[config.mk]
export PLATFORM = sky130hd
export DESIGN_NAME = psg_ecfs_lvdcdc_sd_adc_dec
export DESIGN_NICKNAME = d
export VERILOG_FILES = /design/src/rtl/psg_ecfs_lvdcdc_sd_adc_dec.sv
export SDC_FILE = /design/constraint.sdc
export NUM_CORES = 1
export LEC_CHECK = 0
export CELL_PAD_IN_SITES_DETAIL_PLACEMENT = 2
export CELL_PAD_IN_SITES_GLOBAL_PLACEMENT = 2
export CORE_MARGIN = 2
export CORE_UTILIZATION = 35
export CTS_CLUSTER_SIZE = 30
export DETAILED_ROUTE_END_ITERATION = 7
export PLACE_DENSITY_LB_ADDON = 0.1
export SYNTH_ARGS = -nofsm -noshare
export SYNTH_HDL_FRONTEND = slang
export SYNTH_SLANG_ARGS = --single-unit
[constraint.sdc]
create_clock -name clk_adc -period 3.5 [get_ports clk_adc]
set_input_delay 0.7 -clock clk_adc [delete_from_list [all_inputs] [get_ports clk_adc]]
set_output_delay 0.7 -clock clk_adc [all_outputs]
set_load 0.03 [all_outputs]
[src/rtl/psg_ecfs_lvdcdc_sd_adc_dec.sv]
`timescale 1ns/1ps
`default_nettype none
// ============================================================================
//  Module   : psg_ecfs_lvdcdc_sd_adc_dec
//  Purpose  : Sinc3 decimator/comb half. Samples the third-stage integrator
//             word once per R clk_adc cycles, applies three modulo-2^22
//             first-difference stages and emits a raw and a 16-bit
//             normalised sample with a one-cycle valid strobe.
//  Revision : 1.0  initial release
// ============================================================================
module psg_ecfs_lvdcdc_sd_adc_dec #(
  parameter int DATA_W = 22,
  parameter int SETTLE = 3
) (
  input  logic              clk_adc,
  input  logic              reset_n,
  input  logic [DATA_W-1:0] cn_in,
  input  logic [1:0]        dec_sel,
  input  logic              dec_sync,
  output logic [DATA_W-1:0] data_raw,
  output logic [15:0]       data_norm,
  output logic              data_valid
);

  localparam int SETTLE_W = (SETTLE < 1) ? 1 : $clog2(SETTLE + 1);
  localparam logic [SETTLE_W-1:0] SETTLE_MAX = SETTLE_W'(SETTLE);

  // Rate code: 0 -> R=32, 1 -> R=64, 2 -> R=128 (dec_sel 3 aliases to 128)
  function automatic logic [1:0] sel_to_code(input logic [1:0] sel);
    return (sel == 2'd3) ? 2'd2 : sel;
  endfunction

  // Last window cycle (R-1) for a rate code
  function automatic logic [6:0] code_to_last(input logic [1:0] code);
    case (code)
      2'd0:    return 7'd31;
      2'd1:    return 7'd63;
      default: return 7'd127;
    endcase
  endfunction

  // Left shift that scales R^3 full scale to the R=128 full scale (21 - 3k)
  function automatic logic [2:0] code_to_shift(input logic [1:0] code);
    case (code)
      2'd0:    return 3'd6;
      2'd1:    return 3'd3;
      default: return 3'd0;
    endcase
  endfunction

  logic [6:0]          cnt_q, cnt_d;
  logic [1:0]          r_act_q, r_act_d;
  logic [SETTLE_W-1:0] settle_q, settle_d;
  logic [DATA_W-1:0]   x_reg_q, x_reg_d;
  logic [DATA_W-1:0]   x_prev_q, x_prev_d;
  logic [DATA_W-1:0]   c1_q, c1_d;
  logic [DATA_W-1:0]   c1_prev_q, c1_prev_d;
  logic [DATA_W-1:0]   c2_q, c2_d;
  logic [DATA_W-1:0]   c2_prev_q, c2_prev_d;
  logic                cap_d1_q, cap_d1_d;
  logic                cap_d2_q, cap_d2_d;
  logic                cap_d3_q, cap_d3_d;
  logic                cap_ok_q, cap_ok_d;
  logic [2:0]          cap_shift_q, cap_shift_d;
  logic [DATA_W-1:0]   data_raw_q, data_raw_d;
  logic [15:0]         data_norm_q, data_norm_d;
  logic                data_valid_q, data_valid_d;

  logic              w_at_end;
  logic              w_cap;
  logic [1:0]        w_sel_code;
  logic [DATA_W-1:0] w_c3;
  logic [16:0]       w_top;

  // Window counter, rate selection, settling and the three comb stages
  always_comb begin
    cnt_d        = cnt_q;
    r_act_d      = r_act_q;
    settle_d     = settle_q;
    x_reg_d      = x_reg_q;
    x_prev_d     = x_prev_q;
    c1_d         = c1_q;
    c1_prev_d    = c1_prev_q;
    c2_d         = c2_q;
    c2_prev_d    = c2_prev_q;
    cap_ok_d     = cap_ok_q;
    cap_shift_d  = cap_shift_q;
    data_raw_d   = data_raw_q;
    data_norm_d  = data_norm_q;
    data_valid_d = 1'b0;

    w_sel_code = sel_to_code(dec_sel);
    w_at_end   = (cnt_q == code_to_last(r_act_q));
    w_cap      = w_at_end & ~dec_sync;

    // The sync cycle itself is window cycle 0, so the count resumes at 1
    // and the next capture lands R-1 cycles after the sync.
    if (dec_sync) begin
      cnt_d    = 7'd1;
      r_act_d  = w_sel_code;
      settle_d = '0;
    end else if (w_at_end) begin
      cnt_d   = 7'd0;
      r_act_d = w_sel_code;
      if (w_sel_code != r_act_q) begin
        settle_d = '0;
      end else if (settle_q != SETTLE_MAX) begin
        settle_d = settle_q + 1'b1;
      end
    end else begin
      cnt_d = cnt_q + 7'd1;
    end

    // Tag the capture with its validity and the rate of the window it closes,
    // so a rate change at the wrap cannot affect the sample already in flight.
    if (w_cap) begin
      x_reg_d     = cn_in;
      cap_ok_d    = (settle_q == SETTLE_MAX);
      cap_shift_d = code_to_shift(r_act_q);
    end

    cap_d1_d = w_cap;
    cap_d2_d = cap_d1_q;
    cap_d3_d = cap_d2_q;

    if (cap_d1_q) begin
      c1_d     = x_reg_q - x_prev_q;
      x_prev_d = x_reg_q;
    end

    if (cap_d2_q) begin
      c2_d      = c1_q - c1_prev_q;
      c1_prev_d = c1_q;
    end

    w_c3  = c2_q - c2_prev_q;
    w_top = 17'((w_c3 << cap_shift_q) >> 5);

    if (cap_d3_q) begin
      c2_prev_d = c2_q;
      if (cap_ok_q) begin
        data_raw_d   = w_c3;
        data_norm_d  = w_top[16] ? 16'hFFFF : w_top[15:0];
        data_valid_d = 1'b1;
      end
    end
  end

  // State registers with asynchronous active-low reset
  always_ff @(posedge clk_adc or negedge reset_n) begin
    if (!reset_n) begin
      cnt_q        <= '0;
      r_act_q      <= 2'd2;
      settle_q     <= '0;
      x_reg_q      <= '0;
      x_prev_q     <= '0;
      c1_q         <= '0;
      c1_prev_q    <= '0;
      c2_q         <= '0;
      c2_prev_q    <= '0;
      cap_d1_q     <= 1'b0;
      cap_d2_q     <= 1'b0;
      cap_d3_q     <= 1'b0;
      cap_ok_q     <= 1'b0;
      cap_shift_q  <= '0;
      data_raw_q   <= '0;
      data_norm_q  <= '0;
      data_valid_q <= 1'b0;
    end else begin
      cnt_q        <= cnt_d;
      r_act_q      <= r_act_d;
      settle_q     <= settle_d;
      x_reg_q      <= x_reg_d;
      x_prev_q     <= x_prev_d;
      c1_q         <= c1_d;
      c1_prev_q    <= c1_prev_d;
      c2_q         <= c2_d;
      c2_prev_q    <= c2_prev_d;
      cap_d1_q     <= cap_d1_d;
      cap_d2_q     <= cap_d2_d;
      cap_d3_q     <= cap_d3_d;
      cap_ok_q     <= cap_ok_d;
      cap_shift_q  <= cap_shift_d;
      data_raw_q   <= data_raw_d;
      data_norm_q  <= data_norm_d;
      data_valid_q <= data_valid_d;
    end
  end

  assign data_raw   = data_raw_q;
  assign data_norm  = data_norm_q;
  assign data_valid = data_valid_q;

endmodule
`default_nettype wire
# Word level (Yosys, flattened, before mapping)
# Index checks and enable logic that the tools add are counted.
dict set report word_totals {
  register_bits 189
  input_bits 27
  output_inout_bits 39
  word_cells 50
}
dict set report classes {
  n_addsub 5
  n_eq_ne 6
  n_shift 1
  mux 14
  n_bitwise 2
  reduce_logical 5
}
# op n
set ops {}
lappend ops {{22-bit subtractor} 3}
lappend ops {{22-bit by 3-bit left shift with 22-bit output} 1}
lappend ops {{16-bit two-way mux} 1}
lappend ops {{2-bit two-way mux} 7}
lappend ops {{7-bit two-way mux} 2}
lappend ops {{7-bit case mux with 2 select lines} 1}
lappend ops {{7-bit by 1-bit adder with 7-bit output (second input constant)} 1}
lappend ops {{7-bit == test} 1}
lappend ops {{3-bit case mux with 2 select lines} 1}
lappend ops {{2-bit == test (second input constant)} 2}
lappend ops {{2-bit AND reduction} 2}
lappend ops {{3-bit nonzero test} 1}
lappend ops {{2-bit by 1-bit adder with 2-bit output (second input constant)} 1}
lappend ops {{2-bit by 1-bit == test with 1-bit output (second input constant)} 1}
lappend ops {{2-bit zero test} 1}
lappend ops {{1-bit two-way mux} 2}
lappend ops {{2-bit != test} 1}
lappend ops {{2-bit != test (second input constant)} 1}
lappend ops {{2-bit nonzero test} 1}
lappend ops {{1-bit AND} 1}
lappend ops {{1-bit inverter} 1}

# Longest topological paths before layout
# Gate-level depths: netlist of the first run.
dict set report depth {
  word_depth 6
  ltp_mapped 13
  ltp_nobuf 12
}

# Least setup slack after synthesis of the first run
# OpenSTA, ideal clock, no wires.
dict set report synth_timing {
  path_type {reg-to-reg}
  startpoint {register c2_q[0]}
  endpoint {register data_norm_q[13], in the netlist data_norm[13]}
  setup_ns 0.126
  arrival_time_ns 3.250
  t_required_ns 3.374
  setup_slack_ns 0.124
  stages_incl_launch_ff 14
  n_path_buf 1
  synth_period_minus_slack_ns 3.376
  path_cell_list {dfrtp_1 inv_1 ha_1 fa_1 nand2b_1 a21o_1 a211o_2 a41oi_2 xnor2_1 a2111oi_4 a221o_2 a32o_2 buf_6 o32a_1}
}
dict set report synth_between {
  elab_chain_cells 3
}
# item line
set synth_lines {}
lappend synth_lines {{start, declared} 58} ;# logic [DATA_W-1:0] c2_q, c2_d;
lappend synth_lines {{start signal, assigned} 159} ;# c2_q <= '0;
lappend synth_lines {{start signal, assigned} 177} ;# c2_q <= c2_d;
lappend synth_lines {{22-bit subtractor} 136} ;# w_c3 = c2_q - c2_prev_q;
lappend synth_lines {{22-bit by 3-bit left shift with 22-bit output} 137} ;# w_top = 17'((w_c3 << cap_shift_q) >> 5);
lappend synth_lines {{16-bit two-way mux} 143} ;# data_norm_d = w_top[16] ? 16'hFFFF : w_top[15:0];
lappend synth_lines {{end signal, assigned} 185} ;# data_norm_q <= data_norm_d;
lappend synth_lines {{end, declared} 66} ;# logic [15:0] data_norm_q, data_norm_d;
# No other way between the ends.
# A chain may end at the register's enable or synchronous reset.

# Final worst setup path of the first run
dict set report layout_timing {
  startpoint {register c2_q[0]}
  endpoint {register data_norm_q[10], in the netlist data_norm[10]}
}
# The elaborated chain is that of the path after synthesis.

==> metrics.yaml, run 1 <==
global_routing:
  grt_pass1_wl_um: 48500
  grt_max_degree: 73
  grt_pass1_vias: 9222
  antenna_found_initial: 0
  grt.overflow.total: 0
  grt_usage: 0.182
logic_synthesis:
  ys_seq_area_frac: 0.433
  synth_area_leaders: "dfrtp_1, ha_1, nand2_1"
  synthArstFlopShare: 1.00
  synth_top_family_by_area: "compound AO/OA/AOI/OAI gates"
  synth_mux_area_frac: 0.0836
  synth-seq-cells: 189
  synth_fp_nets: 1244
  synthXorXnorAreaFrac: 0.0449
  ys_warn_count: 0
  postSynthCellCount: 1149
  yosysUniqueCellTypes: 69
  syn-cell-area_um2: 10900
  synth_top_area_share: 0.431
  ys.flop_type: "dfrtp_1"
  synthAdderAreaFrac: 0.0800
  synth-compound-area-share: 0.174
  synth_area_per_cell_um2: 9.50
  synth_edf_count: 0
  yosys.area.top_type: "dfrtp_1"
  synth-simple-area-share: 0.135
drt:
  wl_um: 28500
  routedWlPerCell_um: 17.6
  dr.first_iter.drc_count: 318
  postRouteAntennaNets: 0
  first_pass_iters: 4
  vias: 8537
  drc: 0
  viasPerCell: 5.26
power_and_ir_drop:
  p_leak_nw: 5.77
  powerDensity_nw_per_um2: 554
  peakVddDrop_uv: 290
setup_path:
  r2r-start: "c2_q[0]$_DFFE_PN0P_"
  cp_max_fo: 5
  worstSetupStartpoint: "c2_q[0]$_DFFE_PN0P_"
  worstPathRequired_ns: 3.83
  setup.worst_path.class: "reg2reg"
  regToRegSetupSlack_ns: 0.20
  worst_r2r_path_depth: 12
  cp-start-kind: "flop"
  worstPathArrival_ns: 3.62
  crit_end: "data_norm[10]$_DFFE_PN0P_"
  crit_path_end_kind: "flop"
  r2r-end: "data_norm[10]$_DFFE_PN0P_"
placement:
  port_buffers: 65
  routabilityCongestion: 0.783
  dp_hpwl_um: 21000
  post_dp_cell_area_um2: 12100
cts:
  clkLatencyLatePin_ns: 0.45
  cts_hold_buf: 0
  clock_path_buffers: 2
  cts_root_buffer: "clkbuf_16"
  path_clk_slew_ns: 0.07
  htree_levels: 4
  numCtsBuffers: 17
  cts_tree: "done"
  cts.sinks: 189
sta:
  fin_crit_ns: 3.30
  post-route-period-util: 0.942
  rsz0062_at_grt: "false"
  fin_worst_skew_ns: 0.0115
  finalMaxSlewViolations: 0
  fmax_mhz: 303
  hold_viol: 0
  tightestPinTransition_ns: 0.863
  setup_violations: 0
  finalSetupTns_ns: 0
  slew-limit-headroom: 0.425
cells_and_area:
  areaGrowthSynthToFinish_pct: 17.1
  layout_common_cells: "dfrtp_1, nand2_1, o21ai_0"
  fin_area_um2: 12800
  num_antenna_cells: 0
  final_nets: 1310
  drive_above_1_share: 0.117
  mostFrequentLayoutCell: "dfrtp_1"
floorplan:
  io_pins: 66
  dieArea_um2: 32600
  die_height_um: 181
  rows: 64
  start_util: 0.356
  die_w_um: 181
  coreArea_um2: 30700
min_path:
  hold_path.class: "in2async"
flow_run:
  drv_cap: 0
status:
  outcome: "complete, no violations"
[sequential cells by signal, indices dropped and copies added, names as in the netlist, 3 cells and up]
| signal | flops |
|---|---|
| c1_prev_q | 22 |
| c1_q | 22 |
| c2_prev_q | 22 |
| c2_q | 22 |
| data_raw | 22 |
| x_prev_q | 22 |
| x_reg_q | 22 |
| data_norm | 16 |
| cnt_q | 7 |
| cap_shift_q | 3 |
[layout make-up]
class,instances,area (µm²)
inverters,88,330
clock inverters,13,156
clock buffers,19,443
fillers,3341,17900
well taps,396,495
flip-flops and latches,189,4730
repair buffers,96,900
multi-input cells,823,5720
[worst min-delay path by stage]
| stage | endpoint | slack [ns] |
|---|---|---|
| 2_1_floorplan | cap_d2_q$_DFF_PN0_ | 0.35 |
| 3_3_place_gp | data_raw[4]$_DFFE_PN0P_ | 0.46 |
| 3_5_place_dp | data_raw[4]$_DFFE_PN0P_ | 0.47 |
| 4_1_cts | c2_prev_q[4]$_DFFE_PN0P_ | 0.27 |
| 5_1_grt | c2_q[5]$_DFFE_PN0P_ | 0.29 |
| 6_report | c2_prev_q[4]$_DFFE_PN0P_ | 0.25 |
[metrics by stage]
step / worst slack [ns] / utilization / power (mW) / hold WS [ns] / cells
floorplan: 0.124 / - / 4.20 / 0.352 / 1149
global placement: 0.109 / 0.394 / 4.95 / 0.459 / 1588
detailed placement: 0.00962 / 0.394 / 5.01 / 0.473 / 1588
CTS: 0.0167 / 0.414 / 7.11 / 0.275 / 1620
global route: 0.00677 / 0.417 / 7.56 / 0.294 / 1624
finish: 0.204 / 0.417 / 7.08 / 0.250 / 1624
[cell families (layout without fill, tap and decap cells)]
group,count (synthesis),in the layout
AND/OR/NAND/NOR,325,325
AO/OA/AOI/OAI,292,292
flip-flops,189,189
buffers and inverters,137,216
multiplexers,82,82
adder cells (fa/ha/maj),68,68
XOR/XNOR,56,56
[worst max-delay path, cell delays in order (launching register included)]
cell	delay, ns
dfrtp_1	0.35
inv_1	0.05
ha_1	0.21
fa_2	0.34
nand2b_4	0.15
a21o_1	0.21
a211o_4	0.36
a41oi_4	0.18
xnor2_2	0.16
a2111oi_4	0.11
a221o_2	0.41
a32o_2	0.28
o32a_1	0.36
[synth_stat cells (4+ instances only)]
cell type  count
o22a_1         9
nor2b_1       11
clkbuf_1      32
nand3_1        9
o211ai_1       6
inv_1         86
a21boi_0       7
o31a_1         4
or3_1          5
dfrtp_1      188
and2_1         8
a211oi_1       9
o2111ai_1      5
xnor2_1       33
a21oi_1       46
nand2b_1      10
mux2i_1       27
nor3_1        21
nand3b_1       7
o21bai_1       4
o32a_1         4
o21a_1        13
nand2_1      161
o31ai_1       11
xor2_1        23
a21o_1        26
mux2_2        53
nor2_1        59
a31oi_1        9
and3_1         8
buf_1         11
o21ai_0      110
nor3b_1        7
ha_1          65
nand4_1        9
[report_power, final]
part	internal [mW]	leakage, nW	switching, mW
registers	2.32	2.51	0.104
logic	1.12	2.98	1.51
clock network	1.09	0.280	0.937
total	4.53	5.77	2.55
[per-layer routing]
| metal | track usage | vias to the layer above | routed length (µm) | share of wire |
|---|---|---|---|---|
| li1 | - | 4133 | - | - |
| met2 | 0.322 | 82 | 14300 | 0.50 |
| met1 | 0.234 | 4300 | 13500 | 0.47 |
| met3 | 0.0263 | 22 | 465 | 0.016 |
| met4 | 0.0455 | 0 | 335 | 0.012 |
| met5 | 0 | - | 0 | 0 |
[what timing repair did]
item / in CTS / in global routing
resized for setup: 2 / 14
setup buffers: 0 / 4
pin swaps: 0 / 6
endpoints found under the setup margin: 7 / 16
(Power assumes the default switching activity.)
==> run 2: changes to the inputs <==
--- a/config.mk
+++ b/config.mk
@@ -11,7 +11,7 @@
 export CORE_UTILIZATION = 35
 export CTS_CLUSTER_SIZE = 30
 export DETAILED_ROUTE_END_ITERATION = 7
-export PLACE_DENSITY_LB_ADDON = 0.1
+export PLACE_DENSITY_LB_ADDON = 0.08
 export SYNTH_ARGS = -nofsm -noshare
 export SYNTH_HDL_FRONTEND = slang
 export SYNTH_SLANG_ARGS = --single-unit
==> run 2 against run 1 <==
Net effect: via count down 0.35%; die area unchanged; largest power group unchanged; combinational power about the same; sequential power about the same; critical path depth unchanged; first-iteration DRC count up 15%; cell count up 0.37%; critical path type unchanged.
==> metrics.yaml, run 2 (same netlist as run 1, synthesis figures left out) <==
drt:
  routedWlPerCell_um: 17.7  # +1.1%
  viasPerCell: 5.22  # -0.72%
  vias: 8507  # -0.35%
  dr.first_iter.drc_count: 366  # +15%
  wl_um: 28900  # +1.5%
  first_pass_iters: 4  # unchanged
  postRouteAntennaNets: 0  # unchanged
  drc: 0  # unchanged
cts:
  numCtsBuffers: 17  # unchanged
  clkLatencyLatePin_ns: 0.46  # about the same
  cts_tree: "done"
  cts.sinks: 189  # unchanged
  cts_root_buffer: "clkbuf_16"
  clock_path_buffers: 2  # unchanged
  path_clk_slew_ns: 0.07  # about the same
  htree_levels: 4  # unchanged
  cts_hold_buf: 0  # unchanged
sta:
  slew-limit-headroom: 0.536  # +0.111
  hold_viol: 0  # unchanged
  post-route-period-util: 0.967  # +0.0250
  finalWorstSetupSlack_ns: 0.117  # -0.0876 ns
  fmax_mhz: 296  # -2.6%
  whs_ns: 0.247  # -0.00368 ns
  fin_worst_skew_ns: 0.00869  # -0.00278 ns
  setup_violations: 0  # unchanged
  tightestPinTransition_ns: 0.696  # -0.167 ns
  fin_crit_ns: 3.38  # +0.0876 ns
  finalMaxSlewViolations: 0  # unchanged
placement:
  routabilityCongestion: 0.773  # -1.3%
  pre_cts_slack_ns: -0.0260  # -0.0357 ns
  dp_hpwl_um: 21600  # +3.1%
  port_buffers: 65  # unchanged
  post_dp_cell_area_um2: 12100  # +0.37%
min_path:
  hold_path.class: "in2async"
floorplan:
  coreArea_um2: 30700  # unchanged
  start_util: 0.356  # unchanged
  die_w_um: 181  # unchanged
  die_height_um: 181  # unchanged
  rows: 64  # unchanged
  dieArea_um2: 32600  # unchanged
  io_pins: 66  # unchanged
cells_and_area:
  nFillCells: 3298  # -1.3%
  final_nets: 1316  # +0.46%
  areaGrowthSynthToFinish_pct: 17.7
  num_antenna_cells: 0  # unchanged
  layout_common_cells: "dfrtp_1, nand2_1, o21ai_0"
  drive_above_1_share: 0.122  # +0.00510
  fin_area_um2: 12900  # +0.54%
  register_area_um2: 4730  # unchanged
  mostFrequentLayoutCell: "dfrtp_1"
  multiInputGateArea_um2: 5720  # -0.15%
global_routing:
  grt_pass1_wl_um: 49000  # +1.2%
  antenna_found_initial: 0  # unchanged
  grt_pass1_vias: 9226  # +0.043%
  grt_usage: 0.186  # +0.00362
  grt.overflow.total: 0  # unchanged
  grt_max_degree: 69  # -5.5%
setup_path:
  max_stage_delay_ns: 0.45  # +0.04 ns
  crit_chain: "inv_2 -> ha_2 -> fa_2 -> nand2b_4 -> a21o_1 -> a211o_4 -> a41oi_4 -> xnor2_2 -> a2111oi_4 -> a221o_2 -> a32o_2 -> o32a_1"
  crit_family: "compound AO/OA/AOI/OAI gates"
  setup.worst_path.class: "reg2reg"
  cpMaxStageDelayCell: "a221o_2"
  worst_r2r_path_depth: 12  # unchanged
  cp-start-kind: "flop"
  cp_max_fo: 6  # +1
  crit_buf_inv: 1  # unchanged
  worstPathArrival_ns: 3.72  # +0.10 ns
  crit_cells: 12  # unchanged
  worstPathRequired_ns: 3.84  # about the same
  crit_path_end_kind: "flop"
power_and_ir_drop:
  peakVddDrop_uv: 377  # +30%
  powerDensity_nw_per_um2: 559  # +0.99%
  p_leak_nw: 5.81  # +0.66%
flow_run:
  drv_cap: 0  # unchanged
status:
  outcome: "complete, no violations"
run 2: worst register-to-register path, cell delays in order (launching register included):
cell and delay, ns:
dfrtp_1 0.37, inv_2 0.04, ha_2 0.19, fa_2 0.38, nand2b_4 0.16, a21o_1 0.21
a211o_4 0.36, a41oi_4 0.19, xnor2_2 0.17, a2111oi_4 0.11, a221o_2 0.45, a32o_2 0.29
o32a_1 0.36
run 2: routing by layer:
layer  track usage  share of wire  vias up
li1              -              -     4135
met1         0.236           0.46     4269
met2         0.328           0.51       77
met3        0.0255          0.018       26
met4        0.0548          0.015        0
met5             0              0        -
run 2: area by class of cell:
cell class | instances | share of cell area
Tap cell | 396 | 0.0386
Multi-Input combinational cell | 823 | 0.445
Clock buffer | 19 | 0.0345
Timing Repair Buffer | 102 | 0.0735
Sequential cell | 189 | 0.368
Inverter | 88 | 0.0257
Clock inverter | 13 | 0.0147
run 2: per-stage QoR:
| stage | instances | power, mW | TNS, ns | utilization |
|---|---|---|---|---|
| 2_1_floorplan | 1149 | 4.20 | 0 | - |
| 3_3_place_gp | 1594 | 4.97 | 0 | 0.395 |
| 3_5_place_dp | 1594 | 5.04 | -0.115 | 0.395 |
| 4_1_cts | 1627 | 7.27 | 0 | 0.417 |
| 5_1_grt | 1630 | 7.67 | -0.000594 | 0.419 |
| 6_report | 1630 | 7.19 | 0 | 0.419 |
run 2: worst paths after layout:
check                                   startpoint                   endpoint  slack (ns)
setup / recovery               c2_q[0]$_DFFE_PN0P_  data_norm[15]$_DFFE_PN0P_        0.12
hold / removal                             reset_n        c2_q[3]$_DFFE_PN0P_        0.25
setup reg to reg               c2_q[0]$_DFFE_PN0P_  data_norm[15]$_DFFE_PN0P_        0.12
hold reg to reg            data_raw[4]$_DFFE_PN0P_    data_raw[4]$_DFFE_PN0P_        0.48
max in group asynchronous                  reset_n       c2_q[19]$_DFFE_PN0P_        2.43
min in group clk_adc       data_raw[4]$_DFFE_PN0P_    data_raw[4]$_DFFE_PN0P_        0.48
run 2: repair_timing:
action | in CTS | in global routing
setup buffers | 1 | 3
resized for setup | 3 | 12
endpoints found under the setup margin | 9 | 17
pin swaps | 1 | 10
cloned | 0 | 0
run 2: power by group:
group	internal (mW)	total, mW	switching, mW
Combinational	1.13	2.63	1.51
Sequential	2.32	2.43	0.104
Clock	1.22	2.13	0.906
==> run 3: changes to the inputs <==
--- a/config.mk
+++ b/config.mk
@@ -9,6 +9,7 @@
 export CELL_PAD_IN_SITES_GLOBAL_PLACEMENT = 2
 export CORE_MARGIN = 2
 export CORE_UTILIZATION = 35
+export CTS_CLUSTER_DIAMETER = 120
 export CTS_CLUSTER_SIZE = 30
 export DETAILED_ROUTE_END_ITERATION = 7
 export PLACE_DENSITY_LB_ADDON = 0.08
==> results of run 3 <==
No change in the layout: final DEF, timing and power equal those of run 2.
